### config.mk
export PLATFORM = sky130hd
export DESIGN_NAME = execute_stage
export DESIGN_NICKNAME = d
export VERILOG_FILES = /design/src/rtl/alu_pkg.sv /design/src/rtl/alu.sv /design/src/rtl/execute_stage.sv
export SDC_FILE = /design/constraint.sdc
export NUM_CORES = 1
export LEC_CHECK = 0
export ABC_AREA = 1
export CAP_MARGIN = 20
export CELL_PAD_IN_SITES_DETAIL_PLACEMENT = 1
export CELL_PAD_IN_SITES_GLOBAL_PLACEMENT = 1
export CORE_MARGIN = 2
export CORE_UTILIZATION = 35
export DETAILED_ROUTE_END_ITERATION = 10
export PLACE_DENSITY_LB_ADDON = 0.1
export SYNTH_ARGS = -nofsm -noshare
export SYNTH_HDL_FRONTEND = slang
export SYNTH_SLANG_ARGS = --single-unit
### constraint.sdc
create_clock -name clk -period 5.05 [get_ports clk]
set_input_delay 0.7575 -clock clk [delete_from_list [all_inputs] [get_ports clk]]
set_output_delay 0.7575 -clock clk [all_outputs]
set_load 0.03 [all_outputs]
### src/rtl/alu_pkg.sv
// rtl/alu_pkg.sv - ALU operation encodings shared by the execute stage and ALU decoder
package alu_pkg;

  localparam int ALU_CTRL_W = 4;

  localparam logic [ALU_CTRL_W-1:0] ALU_AND  = 4'b0000;
  localparam logic [ALU_CTRL_W-1:0] ALU_OR   = 4'b0001;
  localparam logic [ALU_CTRL_W-1:0] ALU_ADD  = 4'b0010;
  localparam logic [ALU_CTRL_W-1:0] ALU_SUB  = 4'b0110;
  localparam logic [ALU_CTRL_W-1:0] ALU_PASS = 4'b0111;
  localparam logic [ALU_CTRL_W-1:0] ALU_NOR  = 4'b1100;

  // Branch offsets are in instruction words; this converts them to bytes.
  localparam int BRANCH_SHIFT = 2;

endpackage

### src/rtl/alu.sv
// rtl/alu.sv - combinational ALU: operation select and zero detect
module alu
  import alu_pkg::*;
#(
  parameter int N = 64
) (
  input  logic [N-1:0]          a,
  input  logic [N-1:0]          b,
  input  logic [ALU_CTRL_W-1:0] alu_control,
  output logic [N-1:0]          result,
  output logic                  zero
);

  // Undefined codes yield 0, which deliberately reports zero=1.
  always_comb begin
    result = '0;
    case (alu_control)
      ALU_AND:  result = a & b;
      ALU_OR:   result = a | b;
      ALU_ADD:  result = a + b;
      ALU_SUB:  result = a - b;
      ALU_PASS: result = b;
      ALU_NOR:  result = ~(a | b);
      default:  result = '0;
    endcase
  end

  assign zero = (result == '0);

endmodule

### src/rtl/execute_stage.sv
// rtl/execute_stage.sv - pipeline execute stage: operand mux, ALU, branch target, output register
module execute_stage
  import alu_pkg::*;
#(
  parameter int N = 64
) (
  input  logic                  clk,
  input  logic                  reset,
  input  logic                  AluSrc,
  input  logic [ALU_CTRL_W-1:0] AluControl,
  input  logic [N-1:0]          PC_E,
  input  logic [N-1:0]          signImm_E,
  input  logic [N-1:0]          readData1_E,
  input  logic [N-1:0]          readData2_E,
  output logic [N-1:0]          PCBranch_E,
  output logic [N-1:0]          aluResult_E,
  output logic [N-1:0]          writeData_E,
  output logic                  zero_E
);

  logic [N-1:0] src_b;
  logic [N-1:0] branch_target;
  logic [N-1:0] alu_result;
  logic         alu_zero;

  assign src_b         = AluSrc ? signImm_E : readData2_E;
  assign branch_target = PC_E + (signImm_E << BRANCH_SHIFT);

  alu #(.N(N)) u_alu (
    .a           (readData1_E),
    .b           (src_b),
    .alu_control (AluControl),
    .result      (alu_result),
    .zero        (alu_zero)
  );

  always_ff @(posedge clk) begin
    if (!reset) begin
      PCBranch_E  <= '0;
      aluResult_E <= '0;
      writeData_E <= '0;
      zero_E      <= 1'b0;
    end else begin
      PCBranch_E  <= branch_target;
      aluResult_E <= alu_result;
      writeData_E <= readData2_E;
      zero_E      <= alu_zero;
    end
  end

endmodule

==> results of run 1 <==
[sequential cells by signal, indices dropped and copies added (netlist names)]
signal / cells
zero_E: 1
PCBranch_E: 64
writeData_E: 64
aluResult_E: 64
[synth_stat cells (all sizes together)]
library cell / n
a32oi: 6
a21o: 7
o21a: 15
o41ai: 2
dfxtp: 193
o31ai: 42
a311oi: 13
nand3b: 24
nor4: 5
nand3: 168
a221oi: 5
buf: 28
nand2: 1113
inv: 620
xor2: 54
o211ai: 31
ha: 127
and2: 2
o2111ai: 1
or2: 13
a31o: 4
o22ai: 1
a21oi: 295
a41oi: 2
and3: 3
a31oi: 19
nor3: 55
nor2: 432
o221ai: 3
nand4: 38
xnor2: 9
mux2i: 1
o21ai: 134
o21bai: 16
a21boi: 9
nor3b: 1
a211oi: 3
clkbuf: 44
fa: 2
[metrics by stage]
step,util,worst slack (ns),instance area (µm²),hold WS [ns]
4_1_cts,0.530,0.000184,29800,0.718
2_1_floorplan,-,0.809,19800,0.851
6_report,0.536,0.0430,30100,0.728
3_3_place_gp,0.518,-0.582,29100,1.26
5_1_grt,0.536,-0.338,30100,0.767
3_5_place_dp,0.518,-0.697,29100,1.27
[worst max-delay path: cells and delay by family]
kind	cells	cell delay [ns]
compound gates	1	0.08
xor+xnor	1	0.16
fa+ha+maj	2	0.60
buf+inv	7	0.91
simple gates	25	2.93
[power breakdown]
group          leakage (nW)  switching [mW]  internal (mW)  total, mW
Clock                 0.299           0.823          0.719       1.54
Sequential             1.60          0.0350           1.64       1.67
Combinational          13.7            2.21           1.47       3.68
[repair_timing]
action                                  CTS  global route
endpoints found under the setup margin    2            21
setup buffers                             1             7
pin swaps                                 2            25
resized for setup                         6            89
[layer usage]
| metal | up-vias | routed length [µm] | track usage |
|---|---|---|---|
| li1 | 13190 | - | - |
| met1 | 13085 | 50400 | 0.499 |
| met2 | 926 | 51500 | 0.622 |
| met3 | 188 | 7120 | 0.0624 |
| met4 | 2 | 4360 | 0.139 |
| met5 | - | 13 | 0 |
[cell families after synthesis]
logic type,count (synthesis),synth area share
compound gates,608,0.178
xor+xnor,63,0.0278
fa+ha+maj,129,0.0822
buf+inv,692,0.135
flops,193,0.195
mux,1,0.000505
simple gates,1854,0.383
[worst paths after layout]
path / slack [ns] / end / start
setup / recovery: 0.04 / zero_E / signImm_E[0]
hold / removal: 0.73 / PCBranch_E[2] / reset
[placed cells by master (no fill, tap or decap), types with 42 or more instances in the layout]
cell type                            n
sky130_fd_sc_hd__a21oi_1           275
sky130_fd_sc_hd__buf_4             548
sky130_fd_sc_hd__clkdlybuf4s50_1   453
sky130_fd_sc_hd__dfxtp_1           193
sky130_fd_sc_hd__ha_1              123
sky130_fd_sc_hd__inv_1             596
sky130_fd_sc_hd__nand2_1          1086
sky130_fd_sc_hd__nand3_1           161
sky130_fd_sc_hd__nor2_1            390
sky130_fd_sc_hd__nor3_1             47
sky130_fd_sc_hd__o21ai_0           121
sky130_fd_sc_hd__o31ai_1            42
sky130_fd_sc_hd__xor2_1             52
[area by class of cell]
class                   instances  area share
well taps                     756      0.0314
clock inverters                14     0.00619
multi-input cells            2655       0.452
flip-flops and latches        193       0.128
diodes                          4    0.000333
clock buffers                  18      0.0143
repair buffers               1006       0.290
inverters                     620      0.0773
==> metrics.md, run 1 <==
| Metric | Value |
|---|---|
| Post-Synthesis Cell Area | 19800 µm² |
| Number of placed instances with taps included | 5222 |
| Detailed-route wire length | 113 mm |
| Type of the setup path with the least slack | in2reg |
| CORE AREA | 56200 µm² |
| Via count of the first global-routing pass | 27.8k |
| Die area | 58600 µm² |
| Number of antenna-violating nets in the routed design | 0 |
| Maximum single-stage delay on the critical path | 0.43 ns |
| Synth Instances | 3540 |
| Slew Limit Fails | 0 |
| Share of cells above drive strength 1 | 0.164 |
| Global-route wire length before repair | 168 mm |
| Setup repair after global routing missed its margin | yes |
| Crit path capture type | flop |
| Fin Setup TNS | 0 ns |
| Detailed-routing iteration count for the pre-antenna-repair pass | 5 |
| Hold Path Cell Cnt | 3 |
| Part of the cycle the worst path needs | 0.991 |
| Clock tree from TritonCTS | yes |
| Slew at the pin closest to its max-slew limit | 0.955 ns |
| Number of antenna violations at the first check in global routing | 6 |
| Critical path required time | 5.50 ns |
| DRC violations left | 0 |
| Post-DP HPWL | 97.4 mm |
| Footprint of the multi-input gates | 13600 µm² |
| Synthesized area per cell | 5.60 µm² |
| Buffer type at the clock tree root | sky130_fd_sc_hd__clkbuf_16 |
| Portion of the post-synthesis area used by sequential elements | 0.195 |
| Static Leak | 15.6 nW |
| Buffers added on ports | 455 |
| Post-route total power | 6.90 mW |
| Placement row count | 87 |
| Initial cell density of the core | 0.353 |
| VDD IR max | 0.237 mV |
| Arrival time worst endpoint | 5.46 ns |
| Floorplan die height | 242 µm |
| Area growth from synthesis to final layout | 51.9% |
| Max cap viols | 0 |
| Post-CTS clock slew at the launch and capture registers of the worst setup and hold paths | 0.09 ns |
| Avg Vias per Cell | 5.20 |
| Number of clock buffers inserted by TritonCTS | 17 |
| Worst Path Max Fanout | 4 |
| Largest net degree at the start of global routing | 68 |
| Top cell type by total area after synthesis | sky130_fd_sc_hd__nand2_1 |
| DR iter-0 viols | 2168 |
| Post-layout nets | 4885 |
| Number of ports placed on the die boundary | 456 |
| H-tree depth | 4 |
| Mean routed wirelength per cell | 21.5 µm |
| Sinks on the clock net | 193 |
| Number of synthesized register bits | 193 |
| CTS max path bufs | 2 |
| Gp weighted congestion | 1.03 |
| Result of the run | complete, no violations |
| Final setup viols | 0 |
| Minimum period implied by the final worst setup slack | 5.01 ns |
| Ys Warns | 0 |
| Startpoint type of the worst setup path | input port |
| Residual overflow from global routing | 0 |
| Overall die width | 242 µm |
| Total routing usage reported by global routing | 0.379 |
| Maximum clock frequency | 200 MHz |
| Path type of the worst min-delay path | in2reg |
| Final count of hold timing violations | 0 |
| Fill cell total of the finished layout | 7783 |
| Total power per unit cell area | 229 nW/µm² |
| Total nets after synthesis | 3932 |
| Number of distinct standard cells referenced by the synthesized netlist | 53 |
| Via count of the routed design | 27.4k |
| Count of hold buffers inserted by post-cts repair | 0 |
| Cell type of the slowest stage on the worst timing path | sky130_fd_sc_hd__clkdlybuf4s50_1 |
| Worst relative slew slack | 0.359 |
| Cell mode on critical path | sky130_fd_sc_hd__nand2_1 |
| Yosys top cell area share | 0.208 |
| Storage cell area | 3860 µm² |
| Count of non-filler cells in the finished layout | 5266 |
| Leading post-synthesis cells by cell area | sky130_fd_sc_hd__nand2_1, sky130_fd_sc_hd__dfxtp_1, sky130_fd_sc_hd__inv_1 |
No activity file was read; power rests on OpenSTA's default activity.
==> run 2: changes to the inputs <==
--- a/config.mk
+++ b/config.mk
@@ -11,8 +11,10 @@
 export CELL_PAD_IN_SITES_GLOBAL_PLACEMENT = 1
 export CORE_MARGIN = 2
 export CORE_UTILIZATION = 35
+export CTS_CLUSTER_DIAMETER = 200
 export DETAILED_ROUTE_END_ITERATION = 10
 export PLACE_DENSITY_LB_ADDON = 0.1
 export SYNTH_ARGS = -nofsm -noshare
 export SYNTH_HDL_FRONTEND = slang
+export SYNTH_HIERARCHICAL = 1
 export SYNTH_SLANG_ARGS = --single-unit
==> run 2 against run 1 <==
  * Via count rose by 7.3%
  * Combinational power up 7.9%
  * Worst hold slack got worse by 0.23 ns
  * Count of clock-buffer cells in the layout decreased by 1
  * Sequential cell count did not move
  * Final area increased by 11%
  * Non-clock buffer count up 21
  * Cell count increased by 8.1%
  * Die area up 8.6%
  * Largest power group unchanged
==> metrics.md, run 2 <==
| Metric | Value |
|---|---|
| Hold Path Cell Cnt | 3 (unchanged) |
| Utilization after layout | 0.551 (+0.0152) |
| Post-route total power | 7.22 mW (+4.7%) |
| Worst Path Max Fanout | 8 (+4) |
| Gp weighted congestion | 0.984 (-4.4%) |
| Critical path required time | 5.52 ns (+0.02 ns) |
| Die area | 63600 µm² (+8.6%) |
| Final count of hold timing violations | 0 (unchanged) |
| Most common cell after layout, fill and taps aside | sky130_fd_sc_hd__nand2_1 |
| Type of the setup path with the least slack | in2reg |
| Max cap viols | 0 (unchanged) |
| Crit path capture type | flop |
| Top library cells by usage in the layout, fill and taps aside | sky130_fd_sc_hd__nand2_1, sky130_fd_sc_hd__inv_1, sky130_fd_sc_hd__buf_4 |
| VDD IR max | 0.275 mV (+16%) |
| Cell type of the slowest stage on the worst timing path | sky130_fd_sc_hd__mux2_4 |
| CTS max path bufs | 2 (unchanged) |
| Detailed-route wire length | 124 mm (+8.9%) |
| Post-DP HPWL | 102 mm (+4.9%) |
| Synth Instances | 3918 (+11%) |
| Arrival time worst endpoint | 5.48 ns (+0.02 ns) |
| Footprint of the multi-input gates | 15700 µm² (+15%) |
| Ys Warns | 6 (+6) |
| Detailed-routing iteration count for the pre-antenna-repair pass | 5 (unchanged) |
| Number of clock buffers inserted by TritonCTS | 17 (unchanged) |
| Via count of the routed design | 29.4k (+7.3%) |
| Via count of the first global-routing pass | 30.0k (+7.7%) |
| Slew Limit Fails | 0 (unchanged) |
| Part of the cycle the worst path needs | 0.990 (-0.00109) |
| Worst relative slew slack | 0.367 (+0.00823) |
| Global-route wire length before repair | 178 mm (+5.9%) |
| DR iter-0 viols | 1848 (-15%) |
| Number of enable-type register cells in the synthesized netlist | 0 (unchanged) |
| Setup repair after global routing missed its margin | yes |
| Sinks on the clock net | 193 (unchanged) |
| Portion of the post-synthesis area used by sequential elements | 0.179 (-0.0157) |
| Most used standard cell by instance count after synthesis | sky130_fd_sc_hd__nand2_1 |
| Overall die width | 252 µm (+4.2%) |
| Post-CTS clock slew at the launch and capture registers of the worst setup and hold paths | 0.09 ns (about the same) |
| Buffers added on ports | 455 (unchanged) |
| Storage cell area | 3860 µm² (unchanged) |
| CORE AREA | 60600 µm² (+7.9%) |
| Mean routed wirelength per cell | 21.7 µm (+0.80%) |
| Number of ports placed on the die boundary | 456 (unchanged) |
| Share of synthesized registers carrying an async set or reset | 0 (unchanged) |
| Placement row count | 90 (+3.4%) |
| Residual overflow from global routing | 0 (unchanged) |
| Area growth from synthesis to final layout | 54.9% |
| Largest regs | PCBranch_E (64), aluResult_E (64), writeData_E (64) |
| H-tree depth | 4 (unchanged) |
| Post-Synthesis Cell Area | 21600 µm² (+8.7%) |
| Result of the run | complete, no violations |
| Number of antenna violations at the first check in global routing | 6 (unchanged) |
| Floorplan die height | 252 µm (+4.2%) |
| Number of synthesized register bits | 193 (unchanged) |
| Final setup viols | 0 (unchanged) |
| Initial cell density of the core | 0.356 (+0.00289) |
| Post-layout nets | 5284 (+8.2%) |
| Number of distinct standard cells referenced by the synthesized netlist | 50 (-5.7%) |
| Largest net degree at the start of global routing | 97 (+43%) |
| Number of antenna-violating nets in the routed design | 0 (unchanged) |
| Commonest cells in the netlist | sky130_fd_sc_hd__nand2_1, sky130_fd_sc_hd__inv_1, sky130_fd_sc_hd__nor2_1 |
| Synthesized area per cell | 5.50 µm² (-1.7%) |
| Slew at the pin closest to its max-slew limit | 0.949 ns (-0.00587 ns) |
| Total nets after synthesis | 4310 (+9.6%) |
| Path type of the worst min-delay path | in2reg |
| DRC violations left | 0 (unchanged) |
| Fill cell total of the finished layout | 8295 (+6.6%) |
| Worst hold start | readData2_E[2] |
| Maximum single-stage delay on the critical path | 0.35 ns (-0.08 ns) |
| Top FF cell, synth | sky130_fd_sc_hd__dfxtp_1 |
| Maximum clock frequency | 200 MHz (+0.11%) |
| Top cell type by total area after synthesis | sky130_fd_sc_hd__nand2_1 |
| Avg Vias per Cell | 5.16 (-0.77%) |
| Static Leak | 18.6 nW (+19%) |
| Worst setup path startpoint | AluSrc |
| Leading post-synthesis cells by cell area | sky130_fd_sc_hd__nand2_1, sky130_fd_sc_hd__dfxtp_1, sky130_fd_sc_hd__inv_1 |
| Total routing usage reported by global routing | 0.374 (-0.00518) |
| Buffer type at the clock tree root | sky130_fd_sc_hd__clkbuf_16 |
| Minimum period implied by the final worst setup slack | 5.00 ns (-0.00553 ns) |
| Share of cells above drive strength 1 | 0.218 (+0.0539) |
| Clock tree from TritonCTS | yes |
| Startpoint type of the worst setup path | input port |
| Yosys top cell area share | 0.246 (+0.0379) |
| Total power per unit cell area | 216 nW/µm² (-5.6%) |
| Terminating pin of the worst hold path | writeData_E[2] |
## run 2: what timing repair did
action | 4_1_cts | 5_1_grt
cloned | 1 | 0
buffers inserted | 14 | 17
setup endpoints to repair | 12 | 15
pin swaps | 45 | 118
gates resized for setup | 118 | 304
hold buffers | 0 | 0
## run 2: layout make-up
| cell class | instances | area share |
|---|---|---|
| Antenna cell | 5 | 0.000375 |
| Multi-Input combinational cell | 2815 | 0.471 |
| Clock buffer | 17 | 0.0127 |
| Clock inverter | 15 | 0.00615 |
| Timing Repair Buffer | 1027 | 0.271 |
| Sequential cell | 193 | 0.116 |
| Tap cell | 782 | 0.0293 |
| Inverter | 838 | 0.0944 |
## run 2: how the worst max path moves through the flow
stage                         to  slack [ns]  cells past startpoint
after floorplan           zero_E        0.22                     31
after global placement    zero_E       -1.06                     36
after global routing      zero_E       -0.14                     38
after detailed placement  zero_E       -0.97                     36
final                     zero_E        0.05                     36
after CTS                 zero_E       0.004                     40
## run 2: critical path: cells and delay by family
family	cells	cell delay (ns)
AOI/OAI and AO/OA	1	0.14
xor gates and xnor gates	1	0.26
adders and majority gates	1	0.35
buffers and inverters	9	0.95
muxes	1	0.35
and+or+nand+nor	23	2.68
## run 2: cells by family after synthesis
family / after synthesis / synth area share
adder cells (fa/ha/maj): 129 / 0.0756
flip-flops: 193 / 0.179
AO/OA/AOI/OAI: 375 / 0.104
multiplexers: 63 / 0.0329
buffers and inverters: 910 / 0.161
AND/OR/NAND/NOR: 2184 / 0.421
XOR/XNOR: 64 / 0.0260
## run 2: routing by layer
| layer | vias to the layer above | track usage | routed length (µm) |
|---|---|---|---|
| li1 | 14004 | - | - |
| met1 | 14186 | 0.486 | 54000 |
| met2 | 947 | 0.631 | 58000 |
| met3 | 241 | 0.0448 | 6420 |
| met4 | 2 | 0.143 | 5100 |
| met5 | - | 0 | 13 |
## run 2: power by group
group	internal (mW)	total, mW	switching, mW
Clock	0.725	1.57	0.840
Combinational	1.59	3.97	2.39
Sequential	1.64	1.68	0.0411
## run 2: stage by stage
step	instances	TNS, ns	hold slack (ns)	area [µm²]	setup slack (ns)
after detailed placement	5624	-13.29	1.32	30900	-0.972
after global placement	5624	-9.19	1.30	30900	-1.06
after global routing	5692	-0.142	0.515	33400	-0.142
after CTS	5671	0	0.594	32100	0.00432
after floorplan	3918	0	0.851	21600	0.223
final	5692	0	0.497	33400	0.0486
